`src/rtl/dsp48a1_pkg.sv`:
```
// Shared definitions for the DSP48A1 MAC sequencer: OPMODE tags,
// sequencer states and the slice's fixed accept-to-result latency.
package dsp48a1_pkg;

    typedef enum logic [1:0] {
        ST_IDLE,
        ST_ACCUM,
        ST_DRAIN,
        ST_HOLD
    } state_t;

    localparam logic [7:0] OPM_RST   = 8'h00;
    localparam logic [7:0] OPM_FIRST = 8'h01;
    localparam logic [7:0] OPM_NEXT  = 8'h09;
    localparam logic [7:0] OPM_HOLD  = 8'h08;

    localparam int DSP_LAT = 4;

endpackage

```
`src/rtl/dsp_tag_pipe.sv`:
```
// Two-stage delay line that lines a pair's OPMODE tag up with its
// product in the slice M register.
module dsp_tag_pipe
    import dsp48a1_pkg::*;
(
    input  logic       i_clk,
    input  logic       i_rst,
    input  logic [7:0] i_tag,
    output logic [7:0] o_opmode
);

    logic [7:0] r_tag1;
    logic [7:0] r_tag2;

    always_ff @(posedge i_clk or posedge i_rst) begin
        if (i_rst) begin
            r_tag1 <= OPM_RST;
            r_tag2 <= OPM_RST;
        end else begin
            r_tag1 <= i_tag;
            r_tag2 <= r_tag1;
        end
    end

    assign o_opmode = r_tag2;

endmodule

```
`src/rtl/dsp_mac_sequencer.sv`:
```
// Feeds operand pairs into a DSP48A1 slice so P accumulates their dot
// product, then captures P and offers it through a valid/ready port.
module dsp_mac_sequencer
    import dsp48a1_pkg::*;
#(
    parameter  int MAX_LEN = 256,
    parameter  int LAT     = DSP_LAT,
    localparam int TW      = $clog2(MAX_LEN + 1)
) (
    input  logic          CLK,
    input  logic          RST,
    input  logic          in_valid,
    output logic          in_ready,
    input  logic [17:0]   in_a,
    input  logic [17:0]   in_b,
    input  logic          in_last,
    output logic [17:0]   dsp_a,
    output logic [17:0]   dsp_b,
    output logic [7:0]    dsp_opmode,
    input  logic [47:0]   dsp_p,
    output logic          res_valid,
    input  logic          res_ready,
    output logic [47:0]   res_data,
    output logic [TW-1:0] res_taps,
    output logic          res_trunc
);

    localparam int DW = $clog2(LAT) + 1;

    state_t        r_state;
    state_t        w_next;
    logic [17:0]   r_a;
    logic [17:0]   r_b;
    logic [TW-1:0] r_taps;
    logic [DW-1:0] r_drain;
    logic          r_valid;
    logic [47:0]   r_data;
    logic          r_trunc;

    logic          w_accept;
    logic          w_full;
    logic          w_drain_done;
    logic [TW-1:0] w_taps_nxt;
    logic [7:0]    w_tag;

    assign in_ready     = (r_state == ST_IDLE) || (r_state == ST_ACCUM);
    assign w_accept     = in_valid && in_ready;
    assign w_taps_nxt   = (r_state == ST_IDLE) ? TW'(1) : r_taps + TW'(1);
    assign w_full       = (w_taps_nxt == TW'(MAX_LEN));
    assign w_drain_done = (r_drain == DW'(LAT - 1));

    always_comb begin
        w_next = r_state;
        w_tag  = OPM_HOLD;
        unique case (r_state)
            ST_IDLE, ST_ACCUM: begin
                if (w_accept) begin
                    w_tag  = (r_state == ST_IDLE) ? OPM_FIRST : OPM_NEXT;
                    w_next = (in_last || w_full) ? ST_DRAIN : ST_ACCUM;
                end
            end
            ST_DRAIN: begin
                if (w_drain_done)
                    w_next = ST_HOLD;
            end
            ST_HOLD: begin
                if (res_ready)
                    w_next = ST_IDLE;
            end
            default: w_next = ST_IDLE;
        endcase
    end

    // Operands are zeroed on idle edges so a bubble contributes M = 0
    always_ff @(posedge CLK or posedge RST) begin
        if (RST) begin
            r_state <= ST_IDLE;
            r_a     <= '0;
            r_b     <= '0;
            r_taps  <= '0;
            r_drain <= '0;
            r_valid <= 1'b0;
            r_data  <= '0;
            r_trunc <= 1'b0;
        end else begin
            r_state <= w_next;
            r_a     <= w_accept ? in_a : '0;
            r_b     <= w_accept ? in_b : '0;
            if (w_accept) begin
                r_taps  <= w_taps_nxt;
                r_drain <= '0;
                if (w_full && !in_last)
                    r_trunc <= 1'b1;
            end
            if (r_state == ST_DRAIN) begin
                r_drain <= r_drain + DW'(1);
                if (w_drain_done) begin
                    r_data  <= dsp_p;
                    r_valid <= 1'b1;
                end
            end
            if ((r_state == ST_HOLD) && res_ready) begin
                r_valid <= 1'b0;
                r_trunc <= 1'b0;
            end
        end
    end

    dsp_tag_pipe u_tag_pipe (
        .i_clk    (CLK),
        .i_rst    (RST),
        .i_tag    (w_tag),
        .o_opmode (dsp_opmode)
    );

    assign dsp_a     = r_a;
    assign dsp_b     = r_b;
    assign res_valid = r_valid;
    assign res_data  = r_data;
    assign res_taps  = r_taps;
    assign res_trunc = r_trunc;

endmodule

```
`config.mk`:
```
export PLATFORM = sky130hd
export DESIGN_NAME = dsp_mac_sequencer
export DESIGN_NICKNAME = d
export VERILOG_FILES = /design/src/rtl/dsp48a1_pkg.sv /design/src/rtl/dsp_tag_pipe.sv /design/src/rtl/dsp_mac_sequencer.sv
export SDC_FILE = /design/constraint.sdc
export NUM_CORES = 1
export LEC_CHECK = 0
export ABC_AREA = 1
export CAP_MARGIN = 40
export CORE_UTILIZATION = 42
export DETAILED_ROUTE_END_ITERATION = 8
export HOLD_SLACK_MARGIN = 0.02
export PLACE_DENSITY = 0.8
export SETUP_SLACK_MARGIN = 0.2
export SYNTH_ARGS = -nofsm -noshare
export SYNTH_HDL_FRONTEND = slang
export SYNTH_HIERARCHICAL = 1
export SYNTH_SLANG_ARGS = --single-unit
```
`constraint.sdc`:
```
create_clock -name CLK -period 3.5 [get_ports CLK]
set_input_delay 0.35 -clock CLK [delete_from_list [all_inputs] [get_ports CLK]]
set_output_delay 0.35 -clock CLK [all_outputs]
set_load 0.05 [all_outputs]
```
; ---- Word-level counts from Yosys, hierarchy flattened
; Index checks and enable logic that the tools add are counted.
[op_classes]
mux = 19
eq_ne = 8
addsub = 2
n_reduce_logical = 17
[op_table]
columns = cell, count
row1 = two-way mux 18 bit, 2
row2 = two-way mux 4 bit, 3
row3 = nonzero test 2 bit, 5
row4 = "adder 9 x 1 -> 9 bit, second input constant", 1
row5 = "equality test 9 bit, second input constant", 1
row6 = two-way mux 9 bit, 1
row7 = two-way mux 2 bit, 4
row8 = two-way mux 1 bit, 6
row9 = two-way mux 3 bit, 2
row10 = "inequality test 2 bit, second input constant", 3
row11 = one-hot mux 2 bit (3 select lines), 1
row12 = AND reduction 2 bit, 3
row13 = "equality test 2 bit, second input constant", 2
row14 = "adder 3 x 1 -> 3 bit, second input constant", 1
row15 = "equality test 3 x 2 -> 1 bit, second input constant", 1
row16 = logical AND 1 bit, 3
row17 = AND reduction 3 bit, 1
row18 = "equality test 2 x 1 -> 1 bit, second input constant", 1
row19 = logical NOT 2 bit, 1
row20 = logical OR 1 bit, 2
row21 = OR reduction 2 bit, 1
row22 = logical NOT 1 bit, 1
[word_totals]
out_inout_bits = 104
ff_bits = 108
elab_cells = 56

; ---- Logic depth before layout (Yosys ltp)
; Gate-level depths: netlist of run 1.
[depth]
word_depth = 7
depth_mapped = 12
depth_no_buf = 12

; ---- Hierarchy
; The synthesis of run 1 kept the hierarchy.
[modules_own_cells]
columns = mod, n_inst, cells_each, area_per_inst_um2, seq_area_each_um2
row1 = dsp_mac_sequencer, 1, 345, 3943.8, 2502.4
row2 = dsp_tag_pipe, 1, 17, 404.1, 400.4

; ---- Worst setup path after synthesis of run 1
; No wires, ideal clock.
[synth_path]
path_type = register to register
startpoint = register r_taps[1] (netlist: res_taps[1])
endpoint = register r_state[0]
t_arrival_ns = 1.741
path_slack_ns = 1.638
path_stages_with_launch = 13
required_ns = 3.380
synth_period_minus_slack_ns = 1.862
cell_sequence = dfrtp_1 ha_1 nand2_1 nor2_1 nand3_1 nand3_1 nand2_1 nor2_1 nand2_1 nand2_1 nand2_1 nand2_1 nand2_1
[synth_between]
elab_chain_cells = 7
[synth_rtl]
columns = item, line_no
row1 = from (decl), dsp_mac_sequencer.sv:34  ; logic [TW-1:0] r_taps;
row2 = from (signal assigned), dsp_mac_sequencer.sv:90  ; r_taps <= w_taps_nxt;
row3 = adder 9 x 1 -> 9 bit, dsp_mac_sequencer.sv:48  ; assign w_taps_nxt = (r_state == ST_IDLE) ? TW'(1) : r_taps + TW'(1);
row4 = two-way mux 9 bit, dsp_mac_sequencer.sv:48
row5 = equality test 9 bit, dsp_mac_sequencer.sv:49  ; assign w_full = (w_taps_nxt == TW'(MAX_LEN));
row6 = logical OR 1 bit, dsp_mac_sequencer.sv:59  ; w_next = (in_last || w_full) ? ST_DRAIN : ST_ACCUM;
row7 = two-way mux 2 bit, dsp_mac_sequencer.sv:59
row8 = two-way mux 2 bit, dsp_mac_sequencer.sv:57  ; if (w_accept) begin
row9 = one-hot mux 2 bit (3 select lines), dsp_mac_sequencer.sv:55  ; unique case (r_state)
row10 = to (signal assigned), dsp_mac_sequencer.sv:86  ; r_state <= w_next;
row11 = to (decl), dsp_mac_sequencer.sv:30  ; state_t r_state;
; No other way between the ends. The select of a mux whose other input is x is not followed.
; A chain may end at the register's enable or synchronous reset.

; ---- Worst setup path in the final report of run 1
[layout_path]
startpoint = register r_state[1]
endpoint = output port in_ready
[layout_between]
elab_chain_cells = 2
elab_cells_between_ends = 3
[layout_rtl]
columns = item, line_no
row1 = equality test 2 x 1 -> 1 bit or logical NOT 2 bit (tied branches), dsp_mac_sequencer.sv:46  ; assign in_ready = (r_state == ST_IDLE) || (r_state == ST_ACCUM);
row2 = logical OR 1 bit (*), dsp_mac_sequencer.sv:46
row3 = to (decl), dsp_mac_sequencer.sv:13  ; output logic in_ready,
; Mark *: on every way between the ends. The rest lies on a longest branch, timed or not.

==> reports/results.txt, run 1 <==
Ys Warns -> 6
Critical-path cell list -> inv_2 -> clkdlybuf4s50_1
Via count -> 3200
Final setup viols -> 0
Fmax -> 439 MHz
Initial DRT Pass Iterations -> 4
Switch share -> 42.1%
Clk_lat worst skew -> 0.49 ns
Buf/Inv on CP -> 2
CP Launch Type -> register
Tot Pwr -> 6.57 mW
Worst Path Required -> 3.15 ns
Die W -> 104 um
Global route total overflow -> 0
Num ports -> 193
Max_cap viols -> 0
Routed wire length -> 10100 um
Placer Congestion -> 0.848
Setup ws final -> 1.22 ns
Rel. slew slack -> 48.1%
DRT iter0 DRCs -> 180
Initial core utilization -> 43.9%
Worst endpoint data arrival time -> 1.93 ns
CP max-delay cell -> clkdlybuf4s50_1
Final min period -> 2.28 ns
Final hold vios -> 0
Die area -> 10800 um2
Maximum vdd drop -> 0.000603 V
Syn Area/Cell -> 12.0 um2
RSZ-0062 raised after global routing -> no
Clk network pwr share -> 24.7%
Clk buf depth -> 2
P_leak -> 3.25 nW
Area growth, synth to finish -> 60.6%
R2r worst-path depth -> 4
Vias in the first global route -> 3392
Commonest non-fill, non-tap cell in the layout -> clkdlybuf4s50_1
Post-CTS setup buffer count -> 0
Die H -> 104 um
Place WS -> 1.61 ns
Commonest non-fill, non-tap cells in the layout -> clkdlybuf4s50_1, dfrtp_1, inv_1
Post-synthesis register bit count -> 116
Synth cell types -> 25
Setup TNS -> 0 ns
Least-Margin Pin Slew -> 0.778 ns
Sequential element share of the synthesized area -> 66.8%
Worst r2r src -> r_drain[0]$_DFFE_PP0P_
Synth Cell Area -> 4350 um2
Power density cells -> 941 nW/um2
CP max stage delay -> 0.83 ns
Layout cell share with drive strength beyond 1 -> 9.64%
Post-route clock period utilization -> 65.1%
Slew Limit Fails -> 0
Part of the power in combinational logic -> 45.2%
Routed Antenna Nets -> 0
Post-route cell area -> 6980 um2
Clock transition at path regs -> 0.06 ns
Internal power -> 3.80 mW
TritonCTS Buffers -> 17
ANT cells -> 0
Crit Path Category -> register to output port
Post-CTS sizing -> 0
First-pass GRT wire length -> 17100 um
Capturing point of the worst reg2reg path -> res_data[17]$_DFFE_PP0P_
IO Port Bufs -> 192
Initial antenna violation count -> 0
Std-Cell Core Area -> 9910 um2
Psw -> 2.77 mW
DP Area -> 6410 um2
# hold bufs at CTS -> 0
Root buf cell -> clkbuf_8
Post-Synthesis Cells -> 362
WL per Instance -> 14.2 um
Drt via density -> 4.48
Worst min path class -> input port to async pin
CP Capture Type -> output port
Clock skew -> 0.00940 ns
H-tree depth -> 4
R2R setup slack -> 1.62 ns
Largest net degree at the start of global routing -> 63
Status -> finished, final reports clean
Sequential Power Share -> 30.2%
Worst-path maximum fanout -> 6
Delay-heaviest family, CP -> buffers and inverters
CTS tree -> built
Clk sink count -> 116
HPWL Detailed -> 7470 um
DRC viols -> 0
Cell depth of the worst setup path -> 2
All-Layer GR Usage -> 20.4%
Row Count -> 36
Nets -> 660
-- through the flow --
step,util (%),cells,hold slack (ns)
after floorplan,-,367,0.264
after global placement,64.4,681,0.332
after detailed placement,64.7,682,0.339
after CTS,70.5,714,0.295
after global routing,70.5,714,0.357
final,70.5,714,0.310
-- registers in the layout, indices dropped and copies added, names as in the netlist --
register / count
dsp_a: 18
dsp_b: 18
r_drain: 3
r_state: 2
res_data: 48
res_taps: 9
res_trunc: 1
res_valid: 1
u_tag_pipe/o_opmode: 8
u_tag_pipe/r_tag1: 8
-- area by class of cell --
class                      count  area [um2]
clock inverter                12         119
inverter                      55         209
tap                          133         166
timing repair buffer         194        1970
fill                         737        2930
clock buffer                  20         455
multi-input combinational    184        1160
sequential                   116        2900
-- how the worst max path moves through the flow --
stage / startpoint / endpoint / slack (ns)
floorplan: RST / dsp_a[0]$_DFF_PP0_ / 0.53
global placement: in_valid / r_state[1]$_DFFE_PP0P_ / 1.51
detailed placement: r_drain[0]$_DFFE_PP0P_ / res_data[17]$_DFFE_PP0P_ / 1.61
CTS: r_state[1]$_DFFE_PP0P_ / in_ready / 1.19
global route: r_state[1]$_DFFE_PP0P_ / in_ready / 1.15
finish: r_state[1]$_DFFE_PP0P_ / in_ready / 1.22
-- synth_stat cells --
master	instances	area (um2)
a21oi_1	3	15.0
clkbuf_1	3	11.3
nand2_4	1	11.3
inv_2	1	3.75
o21ai_0	10	50.1
nand2_1	38	143
nor3_1	1	5.00
nand3_1	15	75.1
mux2_2	15	169
buf_4	1	7.51
nor2_4	1	11.3
nand4_1	3	18.8
nor2_1	48	180
inv_1	54	203
o31ai_1	1	7.51
nor2_2	2	12.5
ha_1	3	37.5
buf_2	2	10.0
clkbuf_8	1	13.8
o22ai_1	1	6.26
o21bai_1	3	22.5
dfrtp_1	116	2900
mux2_1	33	372
buf_6	5	56.3
conb_1	1	3.75
-- kinds of logic after synthesis --
logic type,after synthesis,synth area share (%)
fa+ha+maj,3,0.863
buf+inv,67,7.02
flops,116,66.8
compound gates,18,2.33
mux,48,12.4
other cells,1,0.0862
simple gates,109,10.5
-- power by group through the flow --
stage | clock [mW] | sequential (mW) | combinational [mW]
2_1_floorplan | 0 | 3.27 | 0.678
3_3_place_gp | 0 | 1.97 | 2.92
3_5_place_dp | 0 | 2.01 | 2.99
4_1_cts | 1.66 | 1.99 | 2.99
5_1_grt | 1.73 | 2.04 | 3.11
6_report | 1.62 | 1.98 | 2.97
-- metal layers --
metal	GRT usage (%)	share of wire, %
met5	0	0
met4	6.02	0.75
met3	7.36	7.2
met2	36.2	53
met1	23.0	39
Note: power is estimated with default switching activity, not from simulation.
==> run 2, diff against run 1 <==
--- a/config.mk
+++ b/config.mk
@@ -7,10 +7,10 @@
 export LEC_CHECK = 0
 export ABC_AREA = 1
 export CAP_MARGIN = 40
-export CORE_UTILIZATION = 42
+export CORE_UTILIZATION = 38
 export DETAILED_ROUTE_END_ITERATION = 8
 export HOLD_SLACK_MARGIN = 0.02
-export PLACE_DENSITY = 0.8
+export PLACE_DENSITY = 0.77
 export SETUP_SLACK_MARGIN = 0.2
 export SYNTH_ARGS = -nofsm -noshare
 export SYNTH_HDL_FRONTEND = slang
==> constraint.sdc (replaced) <==
create_clock -name CLK -period 1.86 [get_ports CLK]
set_input_delay 0.186 -clock CLK [delete_from_list [all_inputs] [get_ports CLK]]
set_output_delay 0.186 -clock CLK [all_outputs]
set_load 0.05 [all_outputs]
==> reports/results.txt, run 2 (synthesized netlist as in run 1, its figures left out) <==
Num ports -> 193 (unchanged)
Worst min path class -> input port to async pin (unchanged)
Final setup viols -> 0 (unchanged)
CTS tree -> built (unchanged)
Root buf cell -> clkbuf_16 (was clkbuf_8)
DRC viols -> 0 (unchanged)
Nets -> 666 (was 660)
DR WL met3 -> 1100 um (was 723 um)
IO Port Bufs -> 192 (unchanged)
Status -> finished, final reports clean (unchanged)
Clock transition at path regs -> 0.06 ns (about the same)
Die H -> 109 um (was 104 um)
Worst-path maximum fanout -> 6 (unchanged)
P_leak -> 3.56 nW (was 3.25 nW)
Clock skew -> 0.0190 ns (was 0.00940 ns)
Setup ws final -> 0.246 ns (was 1.22 ns)
Area growth, synth to finish -> 60.5% (was 60.6%)
Routed wire length -> 10300 um (was 10100 um)
WL per Instance -> 14.1 um (was 14.2 um)
Rel. slew slack -> 62.0% (was 48.1%)
Fmax -> 619 MHz
Met2 wire length -> 4900 um (was 5320 um)
Row Count -> 38 (was 36)
Worst endpoint data arrival time -> 1.89 ns (was 1.93 ns)
First-pass GRT wire length -> 16000 um (was 17100 um)
Maximum vdd drop -> 0.00101 V (was 0.000603 V)
Max_cap viols -> 0 (unchanged)
CP Capture Type -> register (was output port)
Clk sink count -> 116 (unchanged)
Worst Path Required -> 2.14 ns (was 3.15 ns)
Initial core utilization -> 39.6% (was 43.9%)
Clk_lat worst skew -> 0.40 ns (was 0.49 ns)
HPWL Detailed -> 7360 um (was 7470 um)
Placer Congestion -> 0.819 (was 0.848)
All-Layer GR Usage -> 18.0% (was 20.4%)
Power density cells -> 1720 nW/um2 (was 941 nW/um2)
Largest net degree at the start of global routing -> 59 (was 63)
Commonest non-fill, non-tap cell in the layout -> dfrtp_1 (was clkdlybuf4s50_1)
Initial antenna violation count -> 0 (unchanged)
Least-Margin Pin Slew -> 0.570 ns (was 0.778 ns)
Die W -> 109 um (was 104 um)
Crit Path Category -> register to register (was register to output port)
Final min period -> 1.61 ns
TritonCTS Buffers -> 17 (unchanged)
DRT iter0 DRCs -> 110 (was 180)
Place WS -> 0.162 ns (was 1.61 ns)
Vias in the first global route -> 3275 (was 3392)
H-tree depth -> 4 (unchanged)
Std-Cell Core Area -> 11000 um2 (was 9910 um2)
Routed Antenna Nets -> 0 (unchanged)
Die area -> 11900 um2 (was 10800 um2)
CP Launch Type -> register (unchanged)
Layout cell share with drive strength beyond 1 -> 12.8% (was 9.64%)
Clk buf depth -> 2 (unchanged)
RSZ-0062 raised after global routing -> yes (was no)
Post-route clock period utilization -> 86.8%
# hold bufs at CTS -> 0 (unchanged)
Max reg flops -> 48 (unchanged)
Final hold vios -> 0 (unchanged)
R2r worst-path depth -> 12 (was 4)
Global route total overflow -> 0 (unchanged)
Setup TNS -> 0 ns (unchanged)
Top Layer Used -> met4 (unchanged)
ANT cells -> 0 (unchanged)
Slew Limit Fails -> 0 (unchanged)
Initial DRT Pass Iterations -> 5 (was 4)
Commonest non-fill, non-tap cells in the layout -> dfrtp_1, dlygate4sd2_1, clkdlybuf4s50_1 (was clkdlybuf4s50_1, dfrtp_1, inv_1)
Met1 Wirelength -> 4170 um (was 3990 um)
R2R setup slack -> 0.25 ns (was 1.62 ns)
Via count -> 3278 (was 3200)
Drt via density -> 4.51 (was 4.48)
[run 2: report_power, final]
group	switching [mW]	total (mW)	internal, mW
Clock	1.19	3.07	1.88
Sequential	0.435	3.74	3.30
Combinational	3.65	5.23	1.57
[run 2: per-layer routing]
layer | up-vias | GRT usage (%)
li1 | 1563 | -
met4 | 0 | 6.18
met2 | 151 | 29.2
met1 | 1555 | 21.3
met5 | - | 0
met3 | 9 | 7.53
[run 2: area by class of cell]
class | instances | area [um2]
clock buffer | 18 | 439
clock inverter | 14 | 130
fill | 920 | 4000
inverter | 55 | 210
multi-input combinational | 184 | 1200
sequential | 116 | 2910
tap | 140 | 175
timing repair buffer | 200 | 1910
[run 2: stage by stage]
stage               instances  total power, mW  utilization, %  hold WS (ns)  instance area (um2)
floorplan                 367             7.46               -        0.0997                 4390
global placement          692             9.31            58.8         0.332                 6460
detailed placement        692             9.45            58.8         0.335                 6460
CTS                       726             12.1            63.2         0.242                 6940
global route              727             12.6            63.5         0.283                 6980
finish                    727             12.0            63.5         0.229                 6980
[run 2: repair_timing]
action	CTS	global route
buffers inserted	1	1
resized for setup	104	11
gates cloned	1	0
pin swaps	1	4
endpoints found under the setup margin	129	36
[run 2: path summary, 6_finish.rpt]
path / startpoint / to
min in group CLK: in_a[9] / dsp_a[9]$_DFF_PP0_
worst max-delay path: res_taps[0]$_DFFE_PP0P_ / r_state[0]$_DFFE_PP0P_
worst min register to register: u_tag_pipe/r_tag1[6]$_DFF_PP0_ / u_tag_pipe/o_opmode[6]$_DFF_PP0_
worst min-delay path: RST / u_tag_pipe/o_opmode[7]$_DFF_PP0_
max in group asynchronous: RST / res_data[27]$_DFFE_PP0P_
worst max register to register: res_taps[0]$_DFFE_PP0P_ / r_state[0]$_DFFE_PP0P_
[run 2: worst max-delay path: stages, from the launching register on]
cell and delay [ns]:
dfrtp_2 0.44, ha_4 0.18, nand2_2 0.08, nor2_2 0.13
nand3_1 0.08, nand3_1 0.10, nand2_1 0.07, nor2_2 0.12
nand2_1 0.08, nand2_1 0.06, nand2_1 0.04, nand2_1 0.05
nand2_1 0.04
